[src/rtl/breakout_pkg.sv]
// Shared types, default frame constants and port-width helpers for the breakout serve logic.
package breakout_pkg;

    typedef enum logic [1:0] {
        IDLE,
        SERVE_WAIT,
        IN_PLAY
    } serve_state_t;

    localparam int DEFAULT_MAX_PLAYERS        = 4;
    localparam int DEFAULT_MAX_BALLS          = 9;
    localparam int DEFAULT_SERVE_DELAY_FRAMES = 32;
    localparam int DEFAULT_AUTO_SERVE_FRAMES  = 64;

    // Player index width; never narrower than one bit, even for a single player.
    function automatic int calc_pw(input int n);
        return (n < 3) ? 1 : $clog2(n);
    endfunction

    function automatic int calc_bw(input int n);
        return $clog2(n + 1);
    endfunction

    function automatic int max_int(input int a, input int b);
        return (a > b) ? a : b;
    endfunction

endpackage

[src/rtl/ball_serve_ctrl_serve_timer.sv]
// Saturating frame counter for the serve-wait window with manual and automatic serve thresholds.
module serve_timer
    import breakout_pkg::*;
#(
    parameter int  DELAY_FRAMES = DEFAULT_SERVE_DELAY_FRAMES,
    parameter int  AUTO_FRAMES  = DEFAULT_AUTO_SERVE_FRAMES,
    localparam int SAT_FRAMES   = max_int(DELAY_FRAMES, AUTO_FRAMES),
    localparam int CW           = $clog2(SAT_FRAMES + 1)
) (
    input  logic CLK_DRV,
    input  logic RESET,
    input  logic clr,
    input  logic tick,
    output logic manual_ok,
    output logic auto_ok
);

    logic [CW-1:0] cnt_reg;
    logic [CW-1:0] cnt_next;

    always_comb begin
        cnt_next = cnt_reg;
        if (clr) begin
            cnt_next = '0;
        end else if (tick && (cnt_reg != CW'(SAT_FRAMES))) begin
            cnt_next = cnt_reg + 1'b1;
        end
    end

    always_ff @(posedge CLK_DRV) begin
        if (RESET) begin
            cnt_reg <= '0;
        end else begin
            cnt_reg <= cnt_next;
        end
    end

    assign manual_ok = (cnt_reg >= CW'(DELAY_FRAMES));
    assign auto_ok   = (cnt_reg >= CW'(AUTO_FRAMES));

endmodule

[src/rtl/ball_serve_ctrl.sv]
// Serve/turn controller: per-player ball counts, turn rotation skipping eliminated players,
// serve-wait window with attract-mode auto serve.
module ball_serve_ctrl
    import breakout_pkg::*;
#(
    parameter int  MAX_PLAYERS        = DEFAULT_MAX_PLAYERS,
    parameter int  MAX_BALLS          = DEFAULT_MAX_BALLS,
    parameter int  SERVE_DELAY_FRAMES = DEFAULT_SERVE_DELAY_FRAMES,
    parameter int  AUTO_SERVE_FRAMES  = DEFAULT_AUTO_SERVE_FRAMES,
    localparam int PW                 = calc_pw(MAX_PLAYERS),
    localparam int BW                 = calc_bw(MAX_BALLS)
) (
    input  logic          CLK_DRV,
    input  logic          RESET,
    input  logic          FRAME_TICK,
    input  logic          START_GAME,
    input  logic [PW-1:0] NUM_PLAYERS_SEL,
    input  logic [BW-1:0] BALLS_SEL,
    input  logic          ATTRACT,
    input  logic          SERVE,
    input  logic          BALL,
    input  logic          BALL_LOST,
    input  logic          EXTRA_BALL,
    output logic [PW-1:0] PLAYER,
    output logic [BW-1:0] BALLS_LEFT,
    output logic          SERVE_WAIT,
    output logic          SERVE_WAIT_N,
    output logic          BALL_DISPLAY,
    output logic          SBD_N,
    output logic          EGL,
    output logic          PLAYER_CHANGE
);

    localparam logic [BW-1:0] MAX_BALLS_V = BW'(MAX_BALLS);

    // The SERVE_WAIT port shadows the imported enum member, so states are named explicitly.
    serve_state_t  state_reg, state_next;
    logic [PW-1:0] player_reg, player_next;
    logic [PW-1:0] last_reg, last_next;
    logic [BW-1:0] count_reg [MAX_PLAYERS];
    logic [BW-1:0] count_next [MAX_PLAYERS];
    logic          player_change_reg, player_change_next;

    logic          manual_ok, auto_ok, timer_clr;
    logic          extra_ok;
    logic [BW-1:0] cur_count, inc_count, after_loss;
    logic [BW-1:0] balls_clamped;
    logic [PW-1:0] last_clamped;
    logic [MAX_PLAYERS-1:0] nz_after;
    logic [PW:0]   search;

    // First player after cur (wrapping through cur itself) with balls left; MSB = found.
    function automatic logic [PW:0] find_next(input logic [MAX_PLAYERS-1:0] nz,
                                              input logic [PW-1:0] cur,
                                              input logic [PW-1:0] last);
        logic [PW-1:0] j;
        logic [PW-1:0] idx;
        logic          found;
        j     = cur;
        idx   = cur;
        found = 1'b0;
        for (int k = 0; k < MAX_PLAYERS; k++) begin
            j = (j == last) ? '0 : j + 1'b1;
            if (!found && nz[j]) begin
                found = 1'b1;
                idx   = j;
            end
        end
        return {found, idx};
    endfunction

    serve_timer #(
        .DELAY_FRAMES(SERVE_DELAY_FRAMES),
        .AUTO_FRAMES (AUTO_SERVE_FRAMES)
    ) u_serve_timer (
        .CLK_DRV  (CLK_DRV),
        .RESET    (RESET),
        .clr      (timer_clr),
        .tick     (FRAME_TICK),
        .manual_ok(manual_ok),
        .auto_ok  (auto_ok)
    );

    // Held clear outside serve-wait so the tick on the entry cycle is never counted.
    assign timer_clr = (state_reg != breakout_pkg::SERVE_WAIT) || START_GAME;

    assign balls_clamped = (BALLS_SEL == '0) ? BW'(1) :
                           (int'(BALLS_SEL) > MAX_BALLS) ? MAX_BALLS_V : BALLS_SEL;
    assign last_clamped  = (int'(NUM_PLAYERS_SEL) >= MAX_PLAYERS) ? PW'(MAX_PLAYERS - 1)
                                                                  : NUM_PLAYERS_SEL;

    assign extra_ok   = EXTRA_BALL && !ATTRACT && (state_reg != breakout_pkg::IDLE);
    assign cur_count  = count_reg[player_reg];
    assign inc_count  = (cur_count == MAX_BALLS_V) ? cur_count : cur_count + 1'b1;
    // An extra ball in the same cycle as a loss cancels the decrement.
    assign after_loss = (extra_ok || cur_count == '0) ? cur_count : cur_count - 1'b1;

    generate
        for (genvar gi = 0; gi < MAX_PLAYERS; gi++) begin : g_nz
            assign nz_after[gi] = (PW'(gi) == player_reg) ? (after_loss != '0)
                                                          : (count_reg[gi] != '0);
        end
    endgenerate

    assign search = find_next(nz_after, player_reg, last_reg);

    always_comb begin
        state_next         = state_reg;
        player_next        = player_reg;
        last_next          = last_reg;
        player_change_next = 1'b0;
        for (int i = 0; i < MAX_PLAYERS; i++) begin
            count_next[i] = count_reg[i];
        end

        if (START_GAME) begin
            last_next = last_clamped;
            for (int i = 0; i < MAX_PLAYERS; i++) begin
                count_next[i] = (i <= int'(last_clamped)) ? balls_clamped : '0;
            end
            player_next        = '0;
            player_change_next = (player_reg != '0);
            state_next         = breakout_pkg::SERVE_WAIT;
        end else begin
            case (state_reg)
                breakout_pkg::SERVE_WAIT: begin
                    if (extra_ok) begin
                        count_next[player_reg] = inc_count;
                    end
                    if ((SERVE && manual_ok) || (ATTRACT && auto_ok)) begin
                        state_next = breakout_pkg::IN_PLAY;
                    end
                end
                breakout_pkg::IN_PLAY: begin
                    if (BALL_LOST) begin
                        if (ATTRACT) begin
                            state_next = breakout_pkg::SERVE_WAIT;
                        end else begin
                            count_next[player_reg] = after_loss;
                            if (search[PW]) begin
                                state_next         = breakout_pkg::SERVE_WAIT;
                                player_next        = search[PW-1:0];
                                player_change_next = (search[PW-1:0] != player_reg);
                            end else begin
                                state_next = breakout_pkg::IDLE;
                            end
                        end
                    end else if (extra_ok) begin
                        count_next[player_reg] = inc_count;
                    end
                end
                default: ;
            endcase
        end
    end

    always_ff @(posedge CLK_DRV) begin
        if (RESET) begin
            state_reg         <= breakout_pkg::IDLE;
            player_reg        <= '0;
            last_reg          <= '0;
            player_change_reg <= 1'b0;
            for (int i = 0; i < MAX_PLAYERS; i++) begin
                count_reg[i] <= '0;
            end
        end else begin
            state_reg         <= state_next;
            player_reg        <= player_next;
            last_reg          <= last_next;
            player_change_reg <= player_change_next;
            for (int i = 0; i < MAX_PLAYERS; i++) begin
                count_reg[i] <= count_next[i];
            end
        end
    end

    assign PLAYER        = player_reg;
    assign BALLS_LEFT    = cur_count;
    assign SERVE_WAIT    = (state_reg == breakout_pkg::SERVE_WAIT);
    assign SERVE_WAIT_N  = ~SERVE_WAIT;
    assign EGL           = (state_reg == breakout_pkg::IDLE);
    assign PLAYER_CHANGE = player_change_reg;
    assign BALL_DISPLAY  = (state_reg == breakout_pkg::IN_PLAY) && BALL;
    assign SBD_N         = ~(SERVE_WAIT && SERVE);

endmodule

[config.mk]
export PLATFORM = sky130hd
export DESIGN_NAME = ball_serve_ctrl
export DESIGN_NICKNAME = d
export VERILOG_FILES = /design/src/rtl/breakout_pkg.sv /design/src/rtl/ball_serve_ctrl_serve_timer.sv /design/src/rtl/ball_serve_ctrl.sv
export SDC_FILE = /design/constraint.sdc
export NUM_CORES = 1
export LEC_CHECK = 0
export ABC_AREA = 1
export CAP_MARGIN = 10
export CORE_MARGIN = 2
export CORE_UTILIZATION = 40
export CTS_BUF_LIST = sky130_fd_sc_hd__clkbuf_4
export DETAILED_ROUTE_END_ITERATION = 7
export PLACE_DENSITY_LB_ADDON = 0.1
export SLEW_MARGIN = 5
export SYNTH_ARGS = -nofsm -noshare
export SYNTH_HDL_FRONTEND = slang
export SYNTH_SLANG_ARGS = --single-unit
[constraint.sdc]
create_clock -name CLK_DRV -period 2.45 [get_ports CLK_DRV]
set_clock_uncertainty 0.05 [all_clocks]
set_input_delay 0.245 -clock CLK_DRV [delete_from_list [all_inputs] [get_ports CLK_DRV]]
set_output_delay 0.245 -clock CLK_DRV [all_outputs]
set_load 0.005 [all_outputs]
Yosys cells after proc, flatten, opt, wreduce, memory -nomap -nowiden
Memory sizes are Yosys's and may differ from the RTL's. A register that Yosys moved wholly into a read port is not among the register bits.
Cells that the tools add are included.
{ "word_totals": {"memories": 1, "latch_bits": 0, "reg_bits": 14, "ramBits": 16, "mem_bits_ro": 0} }
{ "memory_table": {"columns": ["name", "depth", "word_bits", "read_ports", "rd_ports_with_merged_regs", "write_ports", "line_no", "source"], "rows": [
  ["count_reg", 4, 4, 5, 1, 4, "ball_serve_ctrl.sv:40", "logic [BW-1:0] count_reg [MAX_PLAYERS];"]
]} }
{ "classes": {"n_bitwise": 8, "n_eq_ne": 17, "addsub": 7, "n_shift": 0, "order_cmp": 12, "n_mul": 0, "reduce_logical": 36, "n_div": 0, "muxes": 60} }
{ "op_table": {"columns": ["cell", "n"], "rows": [
  ["16-bit two-way mux", 4],
  ["4-bit two-way mux", 12],
  ["16-bit bitwise mux", 2],
  ["16-bit case mux with 2 select lines", 1],
  ["2-bit two-way mux", 12],
  ["1-bit two-way mux", 23],
  ["4-bit nonzero test", 5],
  ["2-bit by 3-bit less-than comparator with 1-bit output (second input constant)", 4],
  ["1-bit logical AND", 11],
  ["2-bit by 1-bit adder with 2-bit output (second input constant)", 4],
  ["1-bit binary-select mux with 2-bit select", 4],
  ["4-bit demux with 2-bit select", 1],
  ["2-bit equality test", 4],
  ["4-bit zero test", 2],
  ["7-bit by 1-bit adder with 7-bit output (second input constant)", 1],
  ["7-bit by 6-bit >= comparator with 1-bit output (second input constant)", 1],
  ["7-bit >= comparator (second input constant)", 1],
  ["7-bit != test (second input constant)", 1],
  ["3-bit AND reduction", 2],
  ["2-bit nonzero test", 3],
  ["4-bit by 1-bit adder with 4-bit output (second input constant)", 1],
  ["2-bit equality test (first input constant)", 2],
  ["4-bit equality test (second input constant)", 1],
  ["4-bit greater-than comparator (second input constant)", 1],
  ["other kinds (23)", 37]
]} }

Longest topological paths before layout
{ "logic_depth": {"ltp_word": 25, "depth_mapped": 28, "ltp_nobuf": 27} }

Cells and area by module
A second synthesis with hierarchy kept.
{ "unflattened": {"hier_cells": 505, "area_unflattened_um2": 3000.4} }
{ "modules_own_cells": {"columns": ["mod", "area_each_um2", "cells_per_inst", "instances"], "rows": [
  ["ball_serve_ctrl", 2512.4, 435, 1],
  ["serve_timer", 488.0, 70, 1]
]} }

Worst setup path after synthesis
OpenSTA, ideal clock, no wires.
{ "synth_timing": {"kind": "register -> register", "from": "reg player_reg[0] (netlist: PLAYER[0])", "to": "reg player_change_reg (netlist: PLAYER_CHANGE)", "synth_period_minus_slack_ns": 2.792, "t_required_ns": 2.287, "arrival_time_ns": 2.630, "path_slack_ns": -0.342, "stages_incl_launch_ff": 23, "setup_time_ns": 0.113, "path_cell_list": "dfxtp_1 > inv_1 > buf_2 > ha_1 > nand2_4 > nand2_1 > nand3b_1 > nand2_1 > buf_4 > xor2_1 > nand2_1 > nand2_1 > nor2_1 > nor2_1 > nand2_1 > nand3_2 > or2_4 > nand2_1 > nand2_1 > nand2_1 > nand3_1 > nand2_1 > nand2_1"} }
{ "synth_via": {"elab_chain_cells": 20} }
{ "synth_rtl": {"columns": ["item", "line_no", "source"], "rows": [
  ["from (decl)", "ball_serve_ctrl.sv:38", "logic [PW-1:0] player_reg, player_next;"],
  ["from (signal assigned)", "ball_serve_ctrl.sv:168", "player_reg <= player_next;"],
  ["parallel branches: the longest is 19 deep, another holds 2-bit by 1-bit adder with 2-bit output", null, null],
  ["1-bit two-way mux *", "ball_serve_ctrl.sv:116", "if (START_GAME) begin"],
  ["to (signal assigned)", "ball_serve_ctrl.sv:170", "player_change_reg <= player_change_next;"],
  ["to (decl)", "ball_serve_ctrl.sv:42", "logic player_change_reg, player_change_next;"]
]} }
Every way passes the cells marked *. The select of a mux whose other input is x is not followed.
A chain may end at the register's enable or synchronous reset.

==> reports/results.txt <==
Chip Width - 89.1 um
Pre-antenna DRT Iters - 5
initial core utilization - 0.406
busiest grt layer - met2
num rows - 31
Iter 0 DRT Violations - 195
post-synthesis net count - 495
Tmin final - 2.76 ns
Max Freq - 363 MHz
Area Growth Syn to Fin - 45.9%
Placed Cells - 668
antenna fix cells - 0
routability congestion estimate - 0.891
clock network power share - 0.166
# DRC - 0
grt ovf - 0
Root Buffer - clkbuf_4
Skew-Pair Late Insertion Delay - 0.33 ns
Total GRT Usage - 0.245
GR Util met1 - 0.311
RSZ-0062 raised after global routing - yes
final setup margin - -0.307 ns
Synth top area share - 0.221
critical path data required time - 2.63 ns
synth warn - 0
sequential element share of the synthesized area - 0.221
synthesized area - 2900 sq um
M2 GR Usage - 0.442
Core ar. - 7140 sq um
maximum fanout along the worst path - 8
worst slack, placed - -0.434 ns
first-pass GRT wire length - 15300 um
Longest Clk Path Bufs - 2
Area contributors post-synth - dfxtp_1 (22%), nand2_1 (14%), nand3_1 (10%)
final hold vios - 0
Post-Layout Cell Count - 684
largest net degree at the start of global routing - 30
die area - 7940 sq um
Pleak - 0.00189 uW
DP HPWL - 7410 um
Comb pwr share - 0.501
worst hold path class - reg2reg
crit start category - flop
Final #Nets - 610
MaxCap Viol Count - 0
DRT antenna net count - 0
final core utilization - 0.592
via count - 3571
via/cell ratio - 5.22
H-tree Lvls - 2
vias in the first global route - 3365
NetSw - 649 uW
Max VDD drop - 0.249 mV
TritonCTS clock tree - yes
Slew HR - 0.571
share of cells above drive strength 1 - 0.315
IO Pins - 27
Syn Inst Count - 471
port bufs - 26
number of antenna violations at the first check in global routing - 0
Synth cell types - 40
Sink Count - 32
Syn Area/Cell - 6.15 sq um
final period utilization - 1.13
routed wire length - 9460 um
flops & latches, synth - 32
Internal Power - 1030 uW
cts hold-fix bufs - 0
top-count cell post-synth - nand2_1
Async S/R FF share, synth - 0
CTS buffer count - 5
outcome - complete, but fails checks
Die Span Y - 89.1 um
Pwr Density - 398 nW/um^2
commonest cells in the netlist - nand2_1 (109), nand3_1 (59), inv_1 (49)
final setup fails - 6
violated checks - setup timing
WS Path Type - reg2reg
number of synthesized flops with an enable pin - 0
M3 GR Usage - 0.0314
max reg flops - 16
Hold Crit Start - u_serve_timer.cnt_reg[0]
routed len/inst - 13.8 um
crit path capture type - flop
post-synth top area cell - dfxtp_1
Flop pwr share - 0.333
Worst-Margin Slew - 0.637 ns
Sw Share - 0.386
WP data arrival - 2.94 ns
Max Slew Vio Count - 0
Clk pin slew, worst setup/hold paths - 0.10 ns
ys flop type - dfxtp_1
[layout make-up]
cell class,instances,area [sq um]
sequential,32,649
tap,99,124
timing repair buffer,117,966
inverter,58,226
clock buffer,6,45.0
fill,719,2910
multi-input combinational,372,2220
[layout by cell type (no fill, tap or decap), drive strengths merged]
master,Yosys,routed
nor3,6,6
xnor2,1,1
nor4,5,5
a21oi,33,33
inv,57,56
clkinvlp,0,1
nand3b,2,2
or2,2,2
nor2,28,28
xor2,4,4
o21ai,49,49
nand3,70,70
o22ai,1,1
buf,5,91
nand2,130,130
dfxtp,32,32
clkbuf,4,6
nand4,3,3
o211ai,1,1
clkdlybuf4s50,0,26
a31oi,21,21
ha,9,9
clkinv,1,1
o311ai,2,2
and3,2,2
o31ai,2,2
a41oi,1,1
[critical path, cell delays in order, from the launching register on]
cell     delay (ns)
dfxtp_4        0.43
inv_6          0.06
nand2_2        0.06
nand3_2        0.09
nand2_4        0.09
ha_4           0.15
nand3_4        0.08
nand2_4        0.08
inv_2          0.06
nand2_2        0.06
nand2_2        0.06
nor2_4         0.18
nand3_2        0.13
nand2_2        0.09
buf_6          0.11
nor2_2         0.03
nor2_1         0.08
nand2_1        0.12
nand3_2        0.10
nand2_1        0.05
inv_1          0.04
nand2_1        0.04
nand2_1        0.09
nand2_2        0.07
nand2_1        0.06
nand3_1        0.07
nand2_1        0.06
nand2_1        0.04
[power groups by stage]
stage	registers (uW)	logic, uW	clock network [uW]
floorplan	575	430	0
global placement	571	731	0
detailed placement	571	734	0
CTS	560	777	283
global route	564	922	310
finish	561	843	279
[through the flow]
step | hold WS (ns) | TNS (ns) | cell area (sq um) | power [uW]
5_1_grt | 0.482 | -2.75 | 4230 | 1800
2_1_floorplan | 0.264 | -0.228 | 2970 | 1000
3_5_place_dp | 0.439 | -2.30 | 3900 | 1300
4_1_cts | 0.452 | -1.43 | 4100 | 1620
6_report | 0.441 | -1.56 | 4230 | 1680
3_3_place_gp | 0.419 | -2.01 | 3900 | 1300
[metal layers]
| metal | part of all wire | vias to the layer above |
|---|---|---|
| met5 | 0 | - |
| met4 | 0.015 | 0 |
| met3 | 0.045 | 19 |
| met2 | 0.50 | 106 |
| met1 | 0.44 | 1614 |
| li1 | - | 1832 |
[cell families after synthesis]
group	synth area share
buffers and inverters	0.0928
AO/OA/AOI/OAI	0.210
AND/OR/NAND/NOR	0.422
XOR/XNOR	0.0151
flip-flops	0.221
adder cells (fa/ha/maj)	0.0389
[final timing paths]
path / slack (ns) / to / cells after the start
max: -0.31 / PLAYER_CHANGE / 27
min: 0.44 / u_serve_timer.cnt_reg[0] / 2
max reg2reg: -0.31 / PLAYER_CHANGE / 27
min reg2reg: 0.44 / u_serve_timer.cnt_reg[0] / 2
[timing repair]
item,4_1_cts,5_1_grt
pin swaps,18,3
gates resized for setup,23,31
endpoints found under the setup margin,6,13
setup buffers,9,3
No activity file was read; power rests on OpenSTA's default activity.
